[src/rtl/piano_pkg.sv]
// Shared constants, state encodings and tempo codes
// for the piano melody/harmony player pipeline.
package piano_pkg;

  localparam int SONG_LEN = 168;
  localparam logic [7:0] REST_IDX = 8'd255;

  typedef enum logic [1:0] {
    IDLE  = 2'd0,
    PLAY  = 2'd1,
    PAUSE = 2'd2,
    DONE  = 2'd3
  } state_t;

  localparam logic [1:0] TEMPO_X1   = 2'b00;
  localparam logic [1:0] TEMPO_X2   = 2'b01;
  localparam logic [1:0] TEMPO_X4   = 2'b10;
  localparam logic [1:0] TEMPO_HALF = 2'b11;

  function automatic int unsigned beat_period(
    input logic [1:0]  sel,
    input int unsigned ticks
  );
    unique case (sel)
      TEMPO_X1: beat_period = ticks;
      TEMPO_X2: beat_period = ticks >> 1;
      TEMPO_X4: beat_period = ticks >> 2;
      default:  beat_period = ticks << 1;
    endcase
  endfunction

endpackage

[src/rtl/tempo_prescaler.sv]
// Beat-rate prescaler: counts 0..last while enabled,
// pulses tick on the terminal count and wraps to 0.
module tempo_prescaler #(
  parameter int W = 25
) (
  input  logic         clk,
  input  logic         reset,
  input  logic         enable,
  input  logic         clear,
  input  logic [W-1:0] last,
  output logic         tick
);

  logic [W-1:0] cnt;

  assign tick = enable && (cnt == last);

  always_ff @(posedge clk) begin
    if (reset || clear) begin
      cnt <= '0;
    end else if (enable) begin
      cnt <= tick ? '0 : cnt + 1'b1;
    end
  end

endmodule

[src/rtl/beat_sequencer.sv]
// Beat index generator: play/pause/stop FSM stepping
// the song index at the selected tempo.
module beat_sequencer #(
  parameter int         BEAT_TICKS = 6_250_000,
  parameter int         SONG_LEN   = piano_pkg::SONG_LEN,
  parameter logic [7:0] REST_IDX   = piano_pkg::REST_IDX,
  parameter bit         LOOP       = 1'b0,
  parameter int         PRE_W      = 25
) (
  input  logic       CLOCK_50,
  input  logic       reset,
  input  logic       play,
  input  logic       pause,
  input  logic       stop,
  input  logic [1:0] tempo_sel,
  output logic [7:0] beats,
  output logic       beat_tick,
  output logic       playing,
  output logic       done
);

  import piano_pkg::*;

  state_t           state;
  logic [PRE_W-1:0] last_q;
  logic [PRE_W-1:0] sel_last;
  logic             pre_en;
  logic             pre_clr;
  logic             adv;
  logic             start;

  assign sel_last = PRE_W'(beat_period(tempo_sel, BEAT_TICKS) - 1);
  assign start    = play && (state == IDLE || state == DONE);
  assign pre_en   = (state == PLAY) && !stop && !pause;
  assign pre_clr  = stop || start;

  tempo_prescaler #(
    .W(PRE_W)
  ) u_pre (
    .clk    (CLOCK_50),
    .reset  (reset),
    .enable (pre_en),
    .clear  (pre_clr),
    .last   (last_q),
    .tick   (adv)
  );

  always_ff @(posedge CLOCK_50) begin
    if (reset) begin
      state     <= IDLE;
      beats     <= REST_IDX;
      beat_tick <= 1'b0;
      playing   <= 1'b0;
      done      <= 1'b0;
      last_q    <= PRE_W'(BEAT_TICKS - 1);
    end else begin
      beat_tick <= 1'b0;
      if (stop) begin
        state   <= IDLE;
        beats   <= REST_IDX;
        playing <= 1'b0;
        done    <= 1'b0;
      end else begin
        unique case (state)
          IDLE, DONE: begin
            if (play) begin
              state   <= PLAY;
              beats   <= 8'd0;
              playing <= 1'b1;
              done    <= 1'b0;
              last_q  <= sel_last;
            end
          end
          PLAY: begin
            if (pause) begin
              state   <= PAUSE;
              playing <= 1'b0;
            end else if (adv) begin
              // tempo only changes on beat boundaries
              last_q <= sel_last;
              if (beats == 8'(SONG_LEN - 1)) begin
                if (LOOP) begin
                  beats     <= 8'd0;
                  beat_tick <= 1'b1;
                end else begin
                  state   <= DONE;
                  beats   <= REST_IDX;
                  playing <= 1'b0;
                  done    <= 1'b1;
                end
              end else begin
                beats     <= beats + 8'd1;
                beat_tick <= 1'b1;
              end
            end
          end
          PAUSE: begin
            if (play) begin
              state   <= PLAY;
              playing <= 1'b1;
            end
          end
          default: state <= IDLE;
        endcase
      end
    end
  end

endmodule

[config.mk]
export PLATFORM = sky130hd
export DESIGN_NAME = beat_sequencer
export DESIGN_NICKNAME = d
export VERILOG_FILES = /design/src/rtl/piano_pkg.sv /design/src/rtl/tempo_prescaler.sv /design/src/rtl/beat_sequencer.sv
export SDC_FILE = /design/constraint.sdc
export NUM_CORES = 1
export LEC_CHECK = 0
export BUFFER_PORTS_ARGS = -buffer_cell sky130_fd_sc_hd__buf_2
export CAP_MARGIN = 30
export CORE_MARGIN = 2
export CORE_UTILIZATION = 30
export DETAILED_ROUTE_END_ITERATION = 10
export GPL_TIMING_DRIVEN = 0
export PLACE_DENSITY = 0.43
export SLEW_MARGIN = 25
export SYNTH_ARGS = -nofsm -noshare
export SYNTH_HDL_FRONTEND = slang
export SYNTH_HIERARCHICAL = 1
export SYNTH_SLANG_ARGS = --single-unit
[constraint.sdc]
create_clock -name CLOCK_50 -period 3.68 [get_ports CLOCK_50]
set_input_delay 0.368 -clock CLOCK_50 [delete_from_list [all_inputs] [get_ports CLOCK_50]]
set_output_delay 0.368 -clock CLOCK_50 [all_outputs]
set_load 0.1 [all_outputs]
==> results of run 1 <==
-- final cells by class --
type / instances / area share, %
Clock buffer: 5 / 2.16
Buffer: 10 / 2.01
Multi-Input combinational cell: 252 / 53.5
Tap cell: 111 / 4.37
Clock inverter: 3 / 0.905
Timing Repair Buffer: 17 / 2.68
Inverter: 14 / 1.65
Sequential cell: 52 / 32.7
-- through the flow --
step                cell area [sq um]  utilization (%)
floorplan                        2860                -
global placement                 3080             33.5
detailed placement               3080             33.5
CTS                              3180             34.6
global route                     3180             34.6
finish                           3180             34.6
-- layer usage --
metal / up-vias / global-route usage, % / wire length (um)
li1: 1174 / - / -
met1: 1088 / 18.5 / 3280
met2: 26 / 22.7 / 3070
met3: 7 / 2.28 / 160
met4: 0 / 5.09 / 114
met5: - / 0 / 0
-- cell usage after synthesis, drive strengths merged --
cell	count	area, sq um
a2111o	1	11.3
a2111oi	1	27.5
a211o	7	63.8
a211oi	4	30.0
a21boi	1	7.51
a21o	3	22.5
a21oi	9	45.0
a22oi	3	22.5
a2bb2oi	2	17.5
a31oi	1	6.26
a32oi	1	8.76
a41o	1	11.3
and2	2	12.5
and3	3	18.8
and4	4	36.3
buf	5	43.8
clkbuf	5	20.0
conb	2	7.51
dfxtp	52	1040
ha	13	163
inv	14	52.6
nand2	26	97.6
nand2b	5	38.8
nand3	8	50.1
nand3b	2	15.0
nand4	8	50.1
nand4b	1	8.76
nor2	49	194
nor2b	1	6.26
nor3	10	50.1
nor3b	2	15.0
nor4	8	68.8
nor4b	1	8.76
o211a	1	10.0
o211ai	1	7.51
o21ai	10	50.1
o21bai	1	7.51
o311ai	3	26.3
o31ai	2	28.8
or2	1	6.26
or2b	1	7.51
or3	1	6.26
xnor2	17	149
xor2	31	272
-- power breakdown --
part | switching [mW] | internal (mW)
logic | 0.132 | 0.0574
clock network | 0.221 | 0.144
registers | 0.0205 | 0.581
total | 0.374 | 0.783
-- worst max-delay path, delay by kind of cell (launching register included) --
family | cells | cell delay (ns)
xor+xnor | 1 | 0.15
flops | 1 | 0.49
compound gates | 2 | 0.85
simple gates | 4 | 1.29
buf+inv | 1 | 0.20
-- how the worst max path moves through the flow --
stage / slack (ns) / endpoint / from
6_report: 0.60 / last_q[3]$_SDFFE_PP1P_ / u_pre/cnt[0]$_SDFFE_PP0P_
5_1_grt: 0.31 / last_q[10]$_SDFFE_PP1P_ / state[0]$_SDFFE_PP0P_
4_1_cts: 0.58 / last_q[20]$_SDFFE_PP1P_ / state[0]$_SDFFE_PP0P_
3_5_place_dp: 0.61 / last_q[20]$_SDFFE_PP1P_ / pause
3_3_place_gp: 0.58 / last_q[10]$_SDFFE_PP1P_ / last_q[2]$_SDFFE_PP1P_
2_1_floorplan: 1.04 / last_q[14]$_SDFFE_PP1P_ / state[1]$_SDFFE_PP0P_
-- kinds of logic (layout without fill, tap and decap cells) --
family | count (synthesis) | in the layout | synth area share [%]
AOI/OAI and AO/OA | 52 | 52 | 14.2
and+or+nand+nor | 133 | 133 | 24.3
xor gates and xnor gates | 48 | 48 | 14.8
other | 2 | 6 | 0.264
buffers and inverters | 24 | 49 | 4.09
DFF | 52 | 52 | 36.6
adders and majority gates | 13 | 13 | 5.72
-- flip-flops by register name, indices dropped and copies added (netlist names) --
name and cells:
done 1, u_pre/cnt 25, last_q 14, playing 1, beat_tick 1, beats 8, state 2
==> results.sh, run 1 <==
export IMPL_status="finished clean"
export IMPL_crit_arrival_ns=3.30
export IMPL_crit_path_start_kind="flop"
export IMPL_rsz0062_at_grt="no"
export IMPL_path_clk_slew_ns=0.11
export IMPL_place_congestion=0.750
export IMPL_hp_start="pause"
export IMPL_drc=0
export IMPL_regArea_sq_um=1040
export IMPL_reg2reg_to="last_q[3]$_SDFFE_PP1P_"
export IMPL_crit_chain="xor2_1, nor4_2, nand3_2, nor3_1, nand2b_4, a2111o_1, buf_6, a211o_1"
export IMPL_dpl_hpwl_mm=5.04
export IMPL_hold_class="input port to flop"
export IMPL_multi_input_area_sq_um=1700
export IMPL_layout_cells_non_filler=464
export IMPL_wirelength_mm=6.62
export IMPL_grt_antenna_before_repair=0
export IMPL_cts_buffers=5
export IMPL_wl_per_cell_um=14.3
export IMPL_whs_ns=0.398
export IMPL_nFillCells=1014
export IMPL_period_minus_slack_ns=3.08
export IMPL_worst_slew_pin_slew_ns=0.724
export IMPL_critical_path_class="flop to flop"
export IMPL_slew_headroom_pct=51.3
export IMPL_netlist_instances=324
export IMPL_fin_ws_ns=0.598
export IMPL_ys_warn_count=6
export IMPL_vias_per_cell=4.95
export IMPL_r2r_setup_slack_ns=0.60
export IMPL_root_buffer="clkbuf_8"
export IMPL_skew_ns=0.00975
export IMPL_core_sq_um=9200
export IMPL_clkLatencyLatePin_ns=0.32
export IMPL_grt_max_degree=20
export IMPL_syn_area_sq_um=2840
export IMPL_rows=35
export IMPL_hold_depth=4
export IMPL_synth_area_per_cell_sq_um=8.77
export IMPL_p_leak_nw=1.20
export IMPL_dieHeight_um=101
export IMPL_slowest_delay_ns=0.64
export IMPL_drive_above_1_share_pct=13.6
export IMPL_track_usage_pct=13.9
export IMPL_post_cts_buffers=0
export IMPL_initial_core_util_pct=30.9
export IMPL_pre_cts_slack_ns=0.609
export IMPL_crit_fanout=10
export IMPL_peakVddDrop_mv=0.153
export IMPL_layout_commonest_cell="dfxtp_1"
export IMPL_syn_to_final_growth_pct=11.8
export IMPL_critPathSlowestCell="nor3_1"
export IMPL_drt_initial_drc_count=43
export IMPL_place_port_buffers=17
export IMPL_num_vias=2295
export IMPL_cts_sinks=52
export IMPL_cp_required_ns=3.90
export IMPL_n_antenna_cell=0
export IMPL_whs_endpoint="beat_tick$_SDFF_PP0_"
export IMPL_ys_seq_area_share_pct=36.6
export IMPL_fin_tns_setup_ns=0
export IMPL_cts_max_level=2
export IMPL_ys_ff_latch=52
export IMPL_cap_violations=0
export IMPL_ctsHoldBuffers=0
export IMPL_overflow=0
export IMPL_grt_pass1_vias=2224
export IMPL_end_kind="flop"
export IMPL_reg2reg_from="u_pre/cnt[0]$_SDFFE_PP0P_"
export IMPL_p_total_mw=1.16
export IMPL_slew_violations=0
export IMPL_die_area_sq_um=10300
export IMPL_clock_fmax_ghz=0.325
export IMPL_cts_buffer_depth=2
export IMPL_firstDrtPassIters=4
export IMPL_fin_nets=372
export IMPL_finalHoldViolations=0
export IMPL_io_pins=18
export IMPL_synth_cell_types=54
export IMPL_grt_pass1_wl_mm=11.1
export IMPL_ant_nets=0
export IMPL_final_cell_mix="dfxtp_1 (52), nor2_1 (45), xor2_1 (31)"
export IMPL_cts_tree="yes"
export IMPL_dp_cells=456
export IMPL_fin_crit_sh_pct=83.7
export IMPL_powerDensity_nw_per_um2=364
export IMPL_setup_viol_count_final=0
export IMPL_cts_resized=0
export IMPL_reg2regPathDepth=8
export IMPL_die_w_um=101
(Power assumes the default switching activity.)
==> run 2, diff against run 1 <==
--- a/config.mk
+++ b/config.mk
@@ -5,13 +5,14 @@
 export SDC_FILE = /design/constraint.sdc
 export NUM_CORES = 1
 export LEC_CHECK = 0
+export ABC_AREA = 1
 export BUFFER_PORTS_ARGS = -buffer_cell sky130_fd_sc_hd__buf_2
 export CAP_MARGIN = 30
 export CORE_MARGIN = 2
 export CORE_UTILIZATION = 30
 export DETAILED_ROUTE_END_ITERATION = 10
 export GPL_TIMING_DRIVEN = 0
-export PLACE_DENSITY = 0.43
+export PLACE_DENSITY = 0.45
 export SLEW_MARGIN = 25
 export SYNTH_ARGS = -nofsm -noshare
 export SYNTH_HDL_FRONTEND = slang
==> constraint.sdc (replaced) <==
create_clock -name CLOCK_50 -period 2.55 [get_ports CLOCK_50]
set_input_delay 0.255 -clock CLOCK_50 [delete_from_list [all_inputs] [get_ports CLOCK_50]]
set_output_delay 0.255 -clock CLOCK_50 [all_outputs]
set_load 0.1 [all_outputs]
==> results.sh, run 2 <==
export IMPL_status="finished clean"
export IMPL_clock_fmax_ghz=0.417
export IMPL_grt_pass1_wl_mm=15.0
export IMPL_core_sq_um=11000
export IMPL_final_cell_mix="nand2_1 (150), inv_1 (72), dfxtp_1 (50)"
export IMPL_reg2reg_from="state[1]$_SDFFE_PP0P_"
export IMPL_cts_sinks=52
export IMPL_ant_nets=0
export IMPL_synth_mux_area_share_pct=0
export IMPL_yosys_top_cells_count="nand2_1 (151), inv_1 (74), dfxtp_1 (52)"
export IMPL_track_usage_pct=15.1
export IMPL_fin_nets=586
export IMPL_yosysTopAreaCell="dfxtp_1"
export IMPL_grt_antenna_before_repair=0
export IMPL_p_total_mw=2.18
export IMPL_peakVddDrop_mv=0.351
export IMPL_rows=38
export IMPL_cts_max_level=2
export IMPL_fin_tns_setup_ns=0
export IMPL_n_antenna_cell=0
export IMPL_critPathSlowestCell="dfxtp_2"
export IMPL_wirelength_mm=9.13
export IMPL_num_vias=3248
export IMPL_ys_seq_area_share_pct=30.5
export IMPL_critical_path_class="flop to flop"
export IMPL_period_minus_slack_ns=2.40
export IMPL_rsz0062_at_grt="yes"
export IMPL_place_port_buffers=17
export IMPL_ys_ff_latch=52
export IMPL_ctsHoldBuffers=0
export IMPL_drt_initial_drc_count=155
export IMPL_path_clk_slew_ns=0.07
export IMPL_ys_async_sr_fraction_pct=0
export IMPL_end_kind="flop"
export IMPL_synthAdderAreaFrac_pct=4.77
export IMPL_grt_max_degree=17
export IMPL_setup_viol_count_final=0
export IMPL_crit_chain="inv_2, ha_4, nand2_4, nor2_4, clkinvlp_4, a21oi_2, nand3_1, nor3b_2, nand3_2, nor2_4, inv_2, o21ai_4, nand3_4, buf_6, a21oi_2, o21ai_1"
export IMPL_cts_buffer_depth=2
export IMPL_dieHeight_um=111
export IMPL_wl_met1_mm=4.66
export IMPL_largest_reg_flops=25
export IMPL_synth_area_leaders="dfxtp_1 (30%), nand2_1 (17%), inv_1 (8.1%)"
export IMPL_cts_buffers=5
export IMPL_ys_warn_count=6
export IMPL_synth_simple_area_share_pct=41.1
export IMPL_slew_violations=0
export IMPL_cap_violations=0
export IMPL_drc=0
export IMPL_slowest_delay_ns=0.32
export IMPL_drive_above_1_share_pct=19.4
export IMPL_crit_end="last_q[2]$_SDFFE_PP1P_"
export IMPL_clkLatencyLatePin_ns=0.30
export IMPL_cts_tree="yes"
export IMPL_layout_commonest_cell="nand2_1"
export IMPL_syn_area_sq_um=3410
export IMPL_io_pins=18
export IMPL_wl_met2_mm=3.96
export IMPL_syn_to_final_growth_pct=19.8
export IMPL_crit_arrival_ns=2.59
export IMPL_crit_path_start_kind="flop"
export IMPL_wl_per_cell_um=12.9
export IMPL_synth_xor_area_share_pct=4.11
export IMPL_grt_pass1_vias=2933
export IMPL_top_regs="u_pre/cnt: 25 flops, last_q: 14 flops, beats: 8 flops"
export IMPL_overflow=0
export IMPL_synth_cell_types=40
export IMPL_p_leak_nw=1.84
export IMPL_synth_edf_count=0
export IMPL_yosysMostFrequentCell="nand2_1"
export IMPL_cp_required_ns=2.74
export IMPL_reg2reg_to="last_q[2]$_SDFFE_PP1P_"
export IMPL_powerDensity_nw_per_um2=534
export IMPL_hold_class="input port to flop"
export IMPL_crit_fanout=7
export IMPL_firstDrtPassIters=4
export IMPL_netlist_instances=518
export IMPL_wl_met3_um=370
export IMPL_finalHoldViolations=0
export IMPL_fin_crit_sh_pct=94.0
export IMPL_synth_top_family_by_area="simple AND/OR/NAND/NOR gates"
export IMPL_crit_start="state[1]$_SDFFE_PP0P_"
export IMPL_r2r_setup_slack_ns=0.15
export IMPL_die_area_sq_um=12200
export IMPL_skew_ns=0.00550
export IMPL_dpl_hpwl_mm=7.11
export IMPL_synth_area_per_cell_sq_um=6.59
export IMPL_highest_layer="met4"
export IMPL_place_congestion=0.812
export IMPL_reg2regPathDepth=16
export IMPL_regMostFlops="u_pre/cnt"
export IMPL_die_w_um=111
export IMPL_yosys_most_used_dff="dfxtp_1"
export IMPL_root_buffer="clkbuf_16"
export IMPL_hold_depth=2
export IMPL_synth_compound_area_share_pct=8.32
export IMPL_initial_core_util_pct=31.1
export IMPL_synth_top_area_share_pct=30.5
export IMPL_vias_per_cell=4.59
## run 2: timing repair
action	CTS	global route
gates resized for setup	10	7
setup buffers	7	7
setup endpoints to repair	27	23
cloned	2	0
pin swaps	5	9
## run 2: stage by stage
step	cells	area (sq um)	setup slack (ns)	hold WS, ns	util, %
2_1_floorplan	527	3450	0.0971	0.324	-
3_3_place_gp	684	3710	-0.479	0.459	33.8
3_5_place_dp	684	3710	-0.469	0.468	33.8
4_1_cts	701	4020	0.00815	0.243	36.6
5_1_grt	707	4090	-0.0507	0.256	37.2
6_report	707	4090	0.152	0.250	37.2
## run 2: power breakdown
group | leakage [nW] | switching [mW] | total, mW | internal, mW
sequential | 0.424 | 0.0333 | 0.871 | 0.838
clock | 0.104 | 0.321 | 0.983 | 0.662
combinational | 1.31 | 0.224 | 0.328 | 0.104
## run 2: cell type report
class,instances,area [sq um]
buffer,4,56.3
clock buffer,5,125
clock inverter,3,90.1
fill,1154,6900
inverter,82,317
multi-input combinational,388,2080
sequential,52,1050
tap,140,175
timing repair buffer,32,195
timing repair inverter,1,5.00
## run 2: critical path, delay by kind of cell (launching register included)
family / cells / cell delay, ns
DFF: 1 / 0.32
buffers and inverters: 4 / 0.42
adders and majority gates: 1 / 0.15
and+or+nand+nor: 7 / 0.91
AOI/OAI and AO/OA: 4 / 0.48
## run 2: how the worst min path moves through the flow
stage / endpoint / slack (ns) / startpoint
4_1_cts: last_q[8]$_SDFFE_PP0P_ / 0.24 / reset
3_5_place_dp: playing$_SDFFE_PP0P_ / 0.47 / playing$_SDFFE_PP0P_
5_1_grt: last_q[4]$_SDFFE_PP0P_ / 0.26 / reset
3_3_place_gp: playing$_SDFFE_PP0P_ / 0.46 / playing$_SDFFE_PP0P_
2_1_floorplan: last_q[4]$_SDFFE_PP0P_ / 0.32 / reset
6_report: last_q[7]$_SDFFE_PP0P_ / 0.25 / reset
## run 2: cells by family after synthesis
family	count (synthesis)
AND/OR/NAND/NOR	298
other	2
AO/OA/AOI/OAI	50
adder cells (fa/ha/maj)	13
buffers and inverters	87
flip-flops	52
XOR/XNOR	16
## run 2: layer usage
metal	vias up	GRT usage, %
met5	-	0
met4	0	4.17
met3	17	2.79
met2	58	22.6
met1	1458	22.1
li1	1715	-
